===== config.mk =====
export PLATFORM = sky130hd
export DESIGN_NAME = mpu_6050_sequencer
export DESIGN_NICKNAME = d
export VERILOG_FILES = /design/src/rtl/mpu_6050_pkg.sv /design/src/rtl/mpu_smpl_timer.sv /design/src/rtl/mpu_6050_sequencer.sv
export SDC_FILE = /design/constraint.sdc
export NUM_CORES = 1
export LEC_CHECK = 0
export ABC_AREA = 1
export BUFFER_PORTS_ARGS = -buffer_cell sky130_fd_sc_hd__buf_4
export CAP_MARGIN = 20
export CELL_PAD_IN_SITES_DETAIL_PLACEMENT = 0
export CELL_PAD_IN_SITES_GLOBAL_PLACEMENT = 1
export CORE_MARGIN = 1.5
export CORE_UTILIZATION = 50
export CTS_BUF_LIST = sky130_fd_sc_hd__clkbuf_4
export CTS_CLUSTER_DIAMETER = 200
export DETAILED_ROUTE_END_ITERATION = 8
export MAX_ROUTING_LAYER = met4
export PLACE_DENSITY = 0.86
export SYNTH_ARGS = -nofsm -noshare
export SYNTH_HDL_FRONTEND = slang
export SYNTH_SLANG_ARGS = --single-unit

===== constraint.sdc =====
create_clock -name CLK -period 3.1 [get_ports CLK]
set_input_delay 0.62 -clock CLK [delete_from_list [all_inputs] [get_ports CLK]]
set_output_delay 0.62 -clock CLK [all_outputs]
set_load 0.005 [all_outputs]

===== src/rtl/mpu_6050_pkg.sv =====
// Shared definitions for the MPU-6050 command sequencer: command codes,
// list lengths and FSM state encodings.
// Build option: MPU_6050_SEQ_TEMP_EN adds the TEMP read to the periodic read list.
package mpu_6050_pkg;

    localparam logic [3:0] CMD_NOP          = 4'd0;
    localparam logic [3:0] CMD_WHO_AM_I     = 4'd1;
    localparam logic [3:0] CMD_PWR_MGMT_1   = 4'd2;
    localparam logic [3:0] CMD_SMPLRT_DIV   = 4'd3;
    localparam logic [3:0] CMD_CONFIG       = 4'd4;
    localparam logic [3:0] CMD_GYRO_CONFIG  = 4'd5;
    localparam logic [3:0] CMD_ACCEL_CONFIG = 4'd6;
    localparam logic [3:0] CMD_ACCEL        = 4'd8;
    localparam logic [3:0] CMD_TEMP         = 4'd9;
    localparam logic [3:0] CMD_GYRO         = 4'd10;

    localparam int INIT_LEN = 6;
`ifdef MPU_6050_SEQ_TEMP_EN
    localparam int READ_LEN = 3;
`else
    localparam int READ_LEN = 2;
`endif

    // Last valid list index, pre-sized to the index register width
    localparam logic [2:0] INIT_LAST = 3'(INIT_LEN - 1);
    localparam logic [2:0] READ_LAST = 3'(READ_LEN - 1);

    typedef logic [2:0] state_t;
    localparam state_t ST_IDLE      = 3'd0;
    localparam state_t ST_ISSUE     = 3'd1;
    localparam state_t ST_WAIT_DONE = 3'd2;
    localparam state_t ST_RELEASE   = 3'd3;
    localparam state_t ST_NEXT      = 3'd4;
    localparam state_t ST_WAIT_TICK = 3'd5;
    localparam state_t ST_RETRY     = 3'd6;
    localparam state_t ST_FAULT     = 3'd7;

endpackage


===== src/rtl/mpu_smpl_timer.sv =====
// Sample-period timer: while enabled, emits a one-cycle tick every PERIOD
// cycles. Disabling it returns the counter to zero.
module mpu_smpl_timer #(
    parameter int PERIOD = 500_000
) (
    input  logic CLK,
    input  logic RST_n,
    input  logic I_EN,
    output logic O_TICK
);

    localparam int CW = $clog2(PERIOD + 1);

    logic [CW-1:0] cnt;

    // Period counter with registered tick on wrap
    always_ff @(posedge CLK or negedge RST_n) begin
        if (!RST_n) begin
            cnt    <= '0;
            O_TICK <= 1'b0;
        end else if (!I_EN) begin
            cnt    <= '0;
            O_TICK <= 1'b0;
        end else if (cnt == CW'(PERIOD - 1)) begin
            cnt    <= '0;
            O_TICK <= 1'b1;
        end else begin
            cnt    <= cnt + CW'(1);
            O_TICK <= 1'b0;
        end
    end

endmodule


===== src/rtl/mpu_6050_sequencer.sv =====
// Command sequencer in front of the MPU-6050 top: runs the init list once,
// then the sensor read list on every sample tick, with a 4-phase handshake,
// timeout/error retries, a sticky fault and an overrun counter.
// Build option: MPU_6050_SEQ_TEMP_EN selects the 8,9,10 read list (else 8,10).
module mpu_6050_sequencer #(
    parameter int FPGA_CLK    = 50_000_000,
    parameter int SMPL_RATE   = 100,
    parameter int TIMEOUT_CYC = 100_000,
    parameter int MAX_RETRY   = 3,
    parameter int ADDR_ROM_SZ = 4,
    parameter int FL_SZ       = 8
) (
    input  logic                   CLK,
    input  logic                   RST_n,
    input  logic                   I_START,
    input  logic [FL_SZ-1:0]       I_FL,
    input  logic                   I_ERR,
    input  logic                   I_ACK_FL,
    output logic [ADDR_ROM_SZ-1:0] O_COMM,
    output logic                   O_INIT_DONE,
    output logic                   O_SMPL_STB,
    output logic                   O_FAULT,
    output logic [4:0]             O_CNT_OVR
);

    import mpu_6050_pkg::*;

    localparam int TW = $clog2(TIMEOUT_CYC + 1);
    localparam int RW = $clog2(MAX_RETRY + 2);

    state_t        state;
    logic [2:0]    idx;
    logic          in_init;
    logic          start_q;
    logic [1:0]    err_s;
    logic [1:0]    err_d;
    logic [TW-1:0] tcnt;
    logic [RW-1:0] retry;
    logic [RW-1:0] retry_inc;
    logic          pending;
    logic          tick;
    logic          fl_nz;
    logic          err_edge;
    logic          start_rise;
    logic          list_last;
    logic          read_active;

    // Command ROMs for the init list and the periodic read list
    function automatic logic [3:0] list_code(input logic init, input logic [2:0] i);
        logic [3:0] c;
        c = CMD_NOP;
        if (init) begin
            case (i)
                3'd0: c = CMD_WHO_AM_I;
                3'd1: c = CMD_PWR_MGMT_1;
                3'd2: c = CMD_SMPLRT_DIV;
                3'd3: c = CMD_CONFIG;
                3'd4: c = CMD_GYRO_CONFIG;
                3'd5: c = CMD_ACCEL_CONFIG;
                default: c = CMD_NOP;
            endcase
        end else begin
            case (i)
`ifdef MPU_6050_SEQ_TEMP_EN
                3'd0: c = CMD_ACCEL;
                3'd1: c = CMD_TEMP;
                3'd2: c = CMD_GYRO;
`else
                3'd0: c = CMD_ACCEL;
                3'd1: c = CMD_GYRO;
`endif
                default: c = CMD_NOP;
            endcase
        end
        return c;
    endfunction

    assign fl_nz       = (I_FL != '0);
    assign err_edge    = |(err_s & ~err_d);
    assign start_rise  = I_START & ~start_q;
    assign retry_inc   = retry + RW'(1);
    assign list_last   = in_init ? (idx == INIT_LAST) : (idx == READ_LAST);
    assign read_active = O_INIT_DONE && (state != ST_IDLE) &&
                         (state != ST_WAIT_TICK) && (state != ST_FAULT);

    mpu_smpl_timer #(
        .PERIOD(FPGA_CLK / SMPL_RATE)
    ) u_smpl_timer (
        .CLK   (CLK),
        .RST_n (RST_n),
        .I_EN  (O_INIT_DONE),
        .O_TICK(tick)
    );

    // Sequencer FSM, handshake, retry/timeout and overrun bookkeeping
    always_ff @(posedge CLK or negedge RST_n) begin
        if (!RST_n) begin
            state       <= ST_IDLE;
            idx         <= '0;
            in_init     <= 1'b1;
            start_q     <= 1'b1;
            err_s       <= '0;
            err_d       <= '0;
            tcnt        <= '0;
            retry       <= '0;
            pending     <= 1'b0;
            O_COMM      <= '0;
            O_INIT_DONE <= 1'b0;
            O_SMPL_STB  <= 1'b0;
            O_FAULT     <= 1'b0;
            O_CNT_OVR   <= '0;
        end else begin
            start_q    <= I_START;
            err_s      <= {I_ERR, I_ACK_FL};
            err_d      <= err_s;
            O_SMPL_STB <= 1'b0;
            if (!I_START) begin
                state       <= ST_IDLE;
                idx         <= '0;
                in_init     <= 1'b1;
                tcnt        <= '0;
                retry       <= '0;
                pending     <= 1'b0;
                O_COMM      <= '0;
                O_INIT_DONE <= 1'b0;
                O_FAULT     <= 1'b0;
            end else begin
                if (tick && read_active) begin
                    if (!pending) begin
                        pending <= 1'b1;
                    end else if (O_CNT_OVR != 5'd31) begin
                        O_CNT_OVR <= O_CNT_OVR + 5'd1;
                    end
                end
                case (state)
                    ST_IDLE: begin
                        if (start_rise) begin
                            idx     <= '0;
                            in_init <= 1'b1;
                            state   <= ST_ISSUE;
                        end
                    end
                    ST_ISSUE: begin
                        O_COMM <= ADDR_ROM_SZ'(list_code(in_init, idx));
                        tcnt   <= '0;
                        state  <= ST_WAIT_DONE;
                    end
                    ST_WAIT_DONE: begin
                        if (err_edge || (tcnt == TW'(TIMEOUT_CYC - 1))) begin
                            O_COMM <= '0;
                            state  <= ST_RETRY;
                        end else if (fl_nz) begin
                            O_COMM <= '0;
                            state  <= ST_RELEASE;
                        end else begin
                            tcnt <= tcnt + TW'(1);
                        end
                    end
                    ST_RELEASE: begin
                        if (!fl_nz) state <= ST_NEXT;
                    end
                    ST_NEXT: begin
                        retry <= '0;
                        if (list_last) begin
                            idx   <= '0;
                            state <= ST_WAIT_TICK;
                            if (in_init) begin
                                O_INIT_DONE <= 1'b1;
                                in_init     <= 1'b0;
                            end else begin
                                O_SMPL_STB <= 1'b1;
                            end
                        end else begin
                            idx   <= idx + 3'd1;
                            state <= ST_ISSUE;
                        end
                    end
                    ST_WAIT_TICK: begin
                        if (tick || pending) begin
                            pending <= 1'b0;
                            idx     <= '0;
                            state   <= ST_ISSUE;
                        end
                    end
                    ST_RETRY: begin
                        if (!fl_nz) begin
                            retry <= retry_inc;
                            if (retry_inc > RW'(MAX_RETRY)) begin
                                O_FAULT <= 1'b1;
                                state   <= ST_FAULT;
                            end else begin
                                state <= ST_ISSUE;
                            end
                        end
                    end
                    ST_FAULT: begin
                        O_COMM <= '0;
                    end
                    default: state <= ST_IDLE;
                endcase
            end
        end
    end

endmodule


# After elaboration in Yosys (flattened, before gate mapping)
# Index checks and enable logic that the tools add are counted.
# classes
n_addsub	5
mul	0
n_div	0
magnitude_cmp	1
n_eq_ne	37
shifts	0
muxes	54
bitwise_logic	4
n_reduce_logical	20
# op_table
cell	n
17-bit two-way mux	3
3-bit two-way mux	15
19-bit two-way mux	2
17-bit one-hot mux with 2 select lines	1
3-bit != test (second input constant)	9
1-bit two-way mux	22
3-bit one-hot mux with 7 select lines	1
19-bit by 1-bit adder with 19-bit output (second input constant)	1
19-bit == test (second input constant)	1
3-bit == test (second input constant)	6
3-bit one-hot mux with 6 select lines	1
17-bit by 1-bit adder with 17-bit output (second input constant)	1
17-bit == test (second input constant)	1
4-bit two-way mux	4
3-bit AND reduction	5
3-bit by 2-bit == test with 1-bit output (second input constant)	4
4-bit one-hot mux with 3 select lines	1
2-bit by 1-bit != test with 1-bit output (second input constant)	5
3-bit by 1-bit != test with 1-bit output (second input constant)	3
3-bit one-hot mux with 3 select lines	1
4-bit by 1-bit != test with 1-bit output (second input constant)	2
8-bit by 1-bit != test with 1-bit output (second input constant)	1
4-bit one-hot mux with 2 select lines	1
8-bit nonzero test	1
21 further kinds	29
# word_totals
ff_bits	65
latchBits	0
ram_bits	0
mem_bits_ro	0
inputBits	13
n_memories	0

# Depth between registers and ports, before layout
# depth
depth_word	9
mapped_depth	12
ltp_nobuf	11

# By module
# From an unflattened synthesis, not the netlist that was laid out.
# hier_totals
cells_unflattened	543
hier_area_um2	4103.9
# by_module_without_submodules
mod	n_inst	cells_each	area_each_um2
mpu_6050_sequencer	1	364	2881.5
mpu_smpl_timer	1	179	1222.4

# Worst setup path before layout
# OpenSTA, ideal clock, no wires.
# synth_path
path_kind	input -> register
start	input I_FL[0]
end	register tcnt[5]
setup_time_ns	0.121
t_arrival_ns	1.476
t_required_ns	2.979
setup_slack_ns	1.503
cell_stages	11
path_cell_list	inv_1 nand2_1 nor2_1 nand2_1 inv_1 nor3_1 inv_1 nand2_2 buf_6 buf_6 o21ai_1
# synth_via
elab_chain_cells	3
# synth_rtl
element	line_no	source
start, declared	mpu_6050_sequencer.sv:16	input logic [FL_SZ-1:0] I_FL,
8-bit nonzero test	mpu_6050_sequencer.sv:78	assign fl_nz = (I_FL != '0);
3-bit != test (no line)	n/a	
3-bit AND reduction (no line)	n/a	
end signal, assigned	mpu_6050_sequencer.sv:156	tcnt <= tcnt + TW'(1);
end, declared	mpu_6050_sequencer.sv:37	logic [TW-1:0] tcnt;
# No other way between the ends.
# A chain may end at the register's enable or synchronous reset.

# Final worst setup path
# layout_path
start	register tcnt[0]
end	register tcnt[10]
# layout_via
elab_chain_cells	5
word_cells_on_any_way	9
classes_between	1 x add/sub; 2 x eq/ne; 4 x mux; 2 x reduce/logical
# layout_rtl
element	line_no	source
17-bit by 1-bit adder with 17-bit output	mpu_6050_sequencer.sv:156	
17-bit two-way mux	mpu_6050_sequencer.sv:152	end else if (fl_nz) begin
17-bit two-way mux	mpu_6050_sequencer.sv:149	if (err_edge || (tcnt == TW'(TIMEOUT_CYC - 1))) begin
17-bit one-hot mux with 2 select lines	mpu_6050_sequencer.sv:135	case (state)
17-bit two-way mux	mpu_6050_sequencer.sv:117	if (!I_START) begin
# Several ways; a longest one is shown, not always the timed one. The select of a mux whose other input is x is not followed.

==> impl_metrics.yaml <==
die:
  row_count: 31
  start_util_pct: 52.56
  die_w_um: 91.25
  io_pins: 25
  fp.dieH_um: 91.25
  coreArea_um2: 7408
  die_area_um2: 8326
clock_network:
  path_clk_slew_ps: 120
  clk_latency_ps: 420
  post_cts_resized: 0
  cts-root-buf: "clkbuf_4"
  post_cts_buffers: 0
  cts_buffers: 9
  cts_hold_repair.buffers: 0
  htree_levels: 3
  cts_sinks: 65
  cts_tree: "built"
  cts.path.max_buffers: 2
power:
  power_switching_w: 0.0006292
  combPwrFrac_pct: 20.8
  netSwitchingFraction_pct: 33.54
  power_w: 0.001876
  power.leakage_nw: 2.020
  p_per_area_nw_per_um2: 440.2
  p_clk_share_pct: 29.1
  p_int_w: 0.001247
  peakVddDrop_uv: 189.4
  p_seq_share_pct: 50.1
critical_path:
  startpoint_type: "flip-flop"
  critical_path_required_ps: 3370
  critPathKind: "flip-flop to flip-flop"
  startpoint: "tcnt[0]"
  worstSetupEndpointType: "flip-flop"
  crit_path_max_fanout: 29
  r2r_slack_ps: 1120
  arrival_ps: 2260
  worstReg2RegStart: "tcnt[0]"
grt:
  grt_max_degree: 66
  gr-total-overflow: 0
  grt_pass1_wl_um: 15190
  grt_use_total_pct: 23.01
  antenna_found_initial: 0
  grt_pass1_vias: 3342
timing:
  final.setup.worst_slack_ps: 1118
  timing.fmax_ghz: 0.5044
  tns_ps: 0
  worstMarginPinSlew_ps: 827.6
  hold_viol_final: 0
  period_needed_ps: 1982
  skew_ps: 22.13
  grt_setup_unrepaired: "false"
  drv_slew: 0
  setup_viol: 0
  post-route-period-util_pct: 63.95
  max-slew-margin-rel_pct: 44.83
route:
  dr.pass1.iters: 4
  drt_iter0_drc: 169
  wl_per_cell_um: 12.62
  viasPerCell: 5.207
  drc: 0
  vias: 3515
  ant_nets: 0
  postRouteWirelength_um: 8518
placed_design:
  portBuffers: 24
  place_hpwl_um: 6209
  place_congestion: 0.8888
  dpl_cell_area_um2: 4139
  dp_slack_ps: 866.6
synth:
  syn_nets: 572
  syn_inst: 547
  syn_avg_cell_area_um2: 7.118
  seq_area_frac_synth_pct: 41.84
  synth_edf_count: 0
  synthesis.area_um2: 3894
  ys_dominant_reg_cell: "dfrtp_1"
  ys_warn_count: 0
  ys_types: 39
  synth_async_sr_flop_share_pct: 100.0
  ys_seq_elements: 65
layout:
  final_common_cell: "nand2_1"
  area_growth_pct: 9.447
  final_layout_size_suffix_gt1_share_pct: 10.42
  final_nets: 597
  final_cell_mix: "nand2_1, nor2_1, dfrtp_1, inv_1, nand3_1"
  diodes: 0
  n_fill_cell: 716
  fin_area_um2: 4262
run_status:
  status: "complete, no violations"
min_path:
  hold_path_class: "primary input to asynchronous set/reset pin"
job:
  maxCapViolations: 0
## worst max-delay path: stages (launching register included)
cell and delay (ps):
dfrtp_1 460, ha_1 230, nand3_2 140, nor2_1 130, nand3_1 150, nand3_2 130, nand2_1 70, nand2_2 380
o21ai_0 140
## registers in the layout (all words and copies together), names as in the netlist, 2 cells and up
name	count
err_d	2
u_smpl_timer.cnt	19
O_COMM	4
state	3
O_CNT_OVR	5
err_s	2
tcnt	17
retry	3
idx	3
## synth_stat cells (all sizes together) (2+ instances only)
cell type / n / area share (%)
a211oi: 2 / 0.39
nor2: 80 / 7.8
and2: 3 / 0.48
buf: 8 / 1.3
dfstp: 2 / 1.3
or2: 4 / 0.64
a21oi: 15 / 2.0
a31oi: 2 / 0.32
clkbuf: 2 / 0.19
xnor2: 2 / 0.45
xor2: 4 / 0.90
nand2: 160 / 15
nand4: 20 / 3.2
nand3: 44 / 6.2
mux2: 2 / 0.58
o22ai: 3 / 0.48
nor3: 14 / 1.9
o21bai: 3 / 0.58
inv: 69 / 6.7
ha: 12 / 3.9
nor3b: 2 / 0.39
dfrtp: 63 / 40
o21ai: 26 / 3.3
## cell families after synthesis
family | after synthesis | share of synthesized area [%]
buffers and inverters | 80 | 8.258
muxes | 2 | 0.5784
DFF | 65 | 41.84
adders and majority gates | 12 | 3.856
and+or+nand+nor | 329 | 36.57
AOI/OAI and AO/OA | 53 | 7.551
xor gates and xnor gates | 6 | 1.350
## per-layer routing
layer / global-route usage (%) / up-vias / share of wire (%)
met1: 29.58 / 1635 / 48
li1: - / 1810 / -
met4: 8.464 / 0 / 1.2
met5: - / - / 0
met2: 37.13 / 58 / 48
met3: 3.099 / 12 / 3.1
## cell type report
cell class / instances / area (µm²) / area share, %
Sequential cell: 65 / 1629 / 38.23
Inverter: 70 / 262.8 / 6.166
Clock inverter: 5 / 47.55 / 1.116
Timing Repair Buffer: 24 / 180.2 / 4.228
Multi-Input combinational cell: 402 / 1943 / 45.60
Clock buffer: 10 / 75.07 / 1.762
Tap cell: 99 / 123.9 / 2.907
## final timing paths
kind                            cells past startpoint        to
max in group asynchronous                           1  state[1]
worst max-delay path                                8  tcnt[10]
worst max register to register                      8  tcnt[10]
worst min register to register                      0  err_d[1]
min in group CLK                                    1  err_s[0]
worst min-delay path                                1   tcnt[3]
## power by group through the flow
| stage | Combinational (W) | Sequential, W | Clock (W) |
|---|---|---|---|
| after global routing | 0.000445 | 0.000948 | 0.000592 |
| after floorplan | 0.000318 | 0.000932 | 0 |
| after detailed placement | 0.000389 | 0.000956 | 0 |
| after CTS | 0.000392 | 0.000939 | 0.000558 |
| after global placement | 0.000385 | 0.000953 | 0 |
| final | 0.000390 | 0.000940 | 0.000546 |
## per-stage QoR
step | hold slack (ps) | utilization (%) | std cells
2_1_floorplan | 324.4 | - | 547
3_3_place_gp | 362.3 | 55.87 | 660
3_5_place_dp | 363.0 | 55.87 | 660
4_1_cts | 302.3 | 57.52 | 675
5_1_grt | 304.1 | 57.52 | 675
6_report | 285.2 | 57.52 | 675
(Power assumes the default switching activity.)
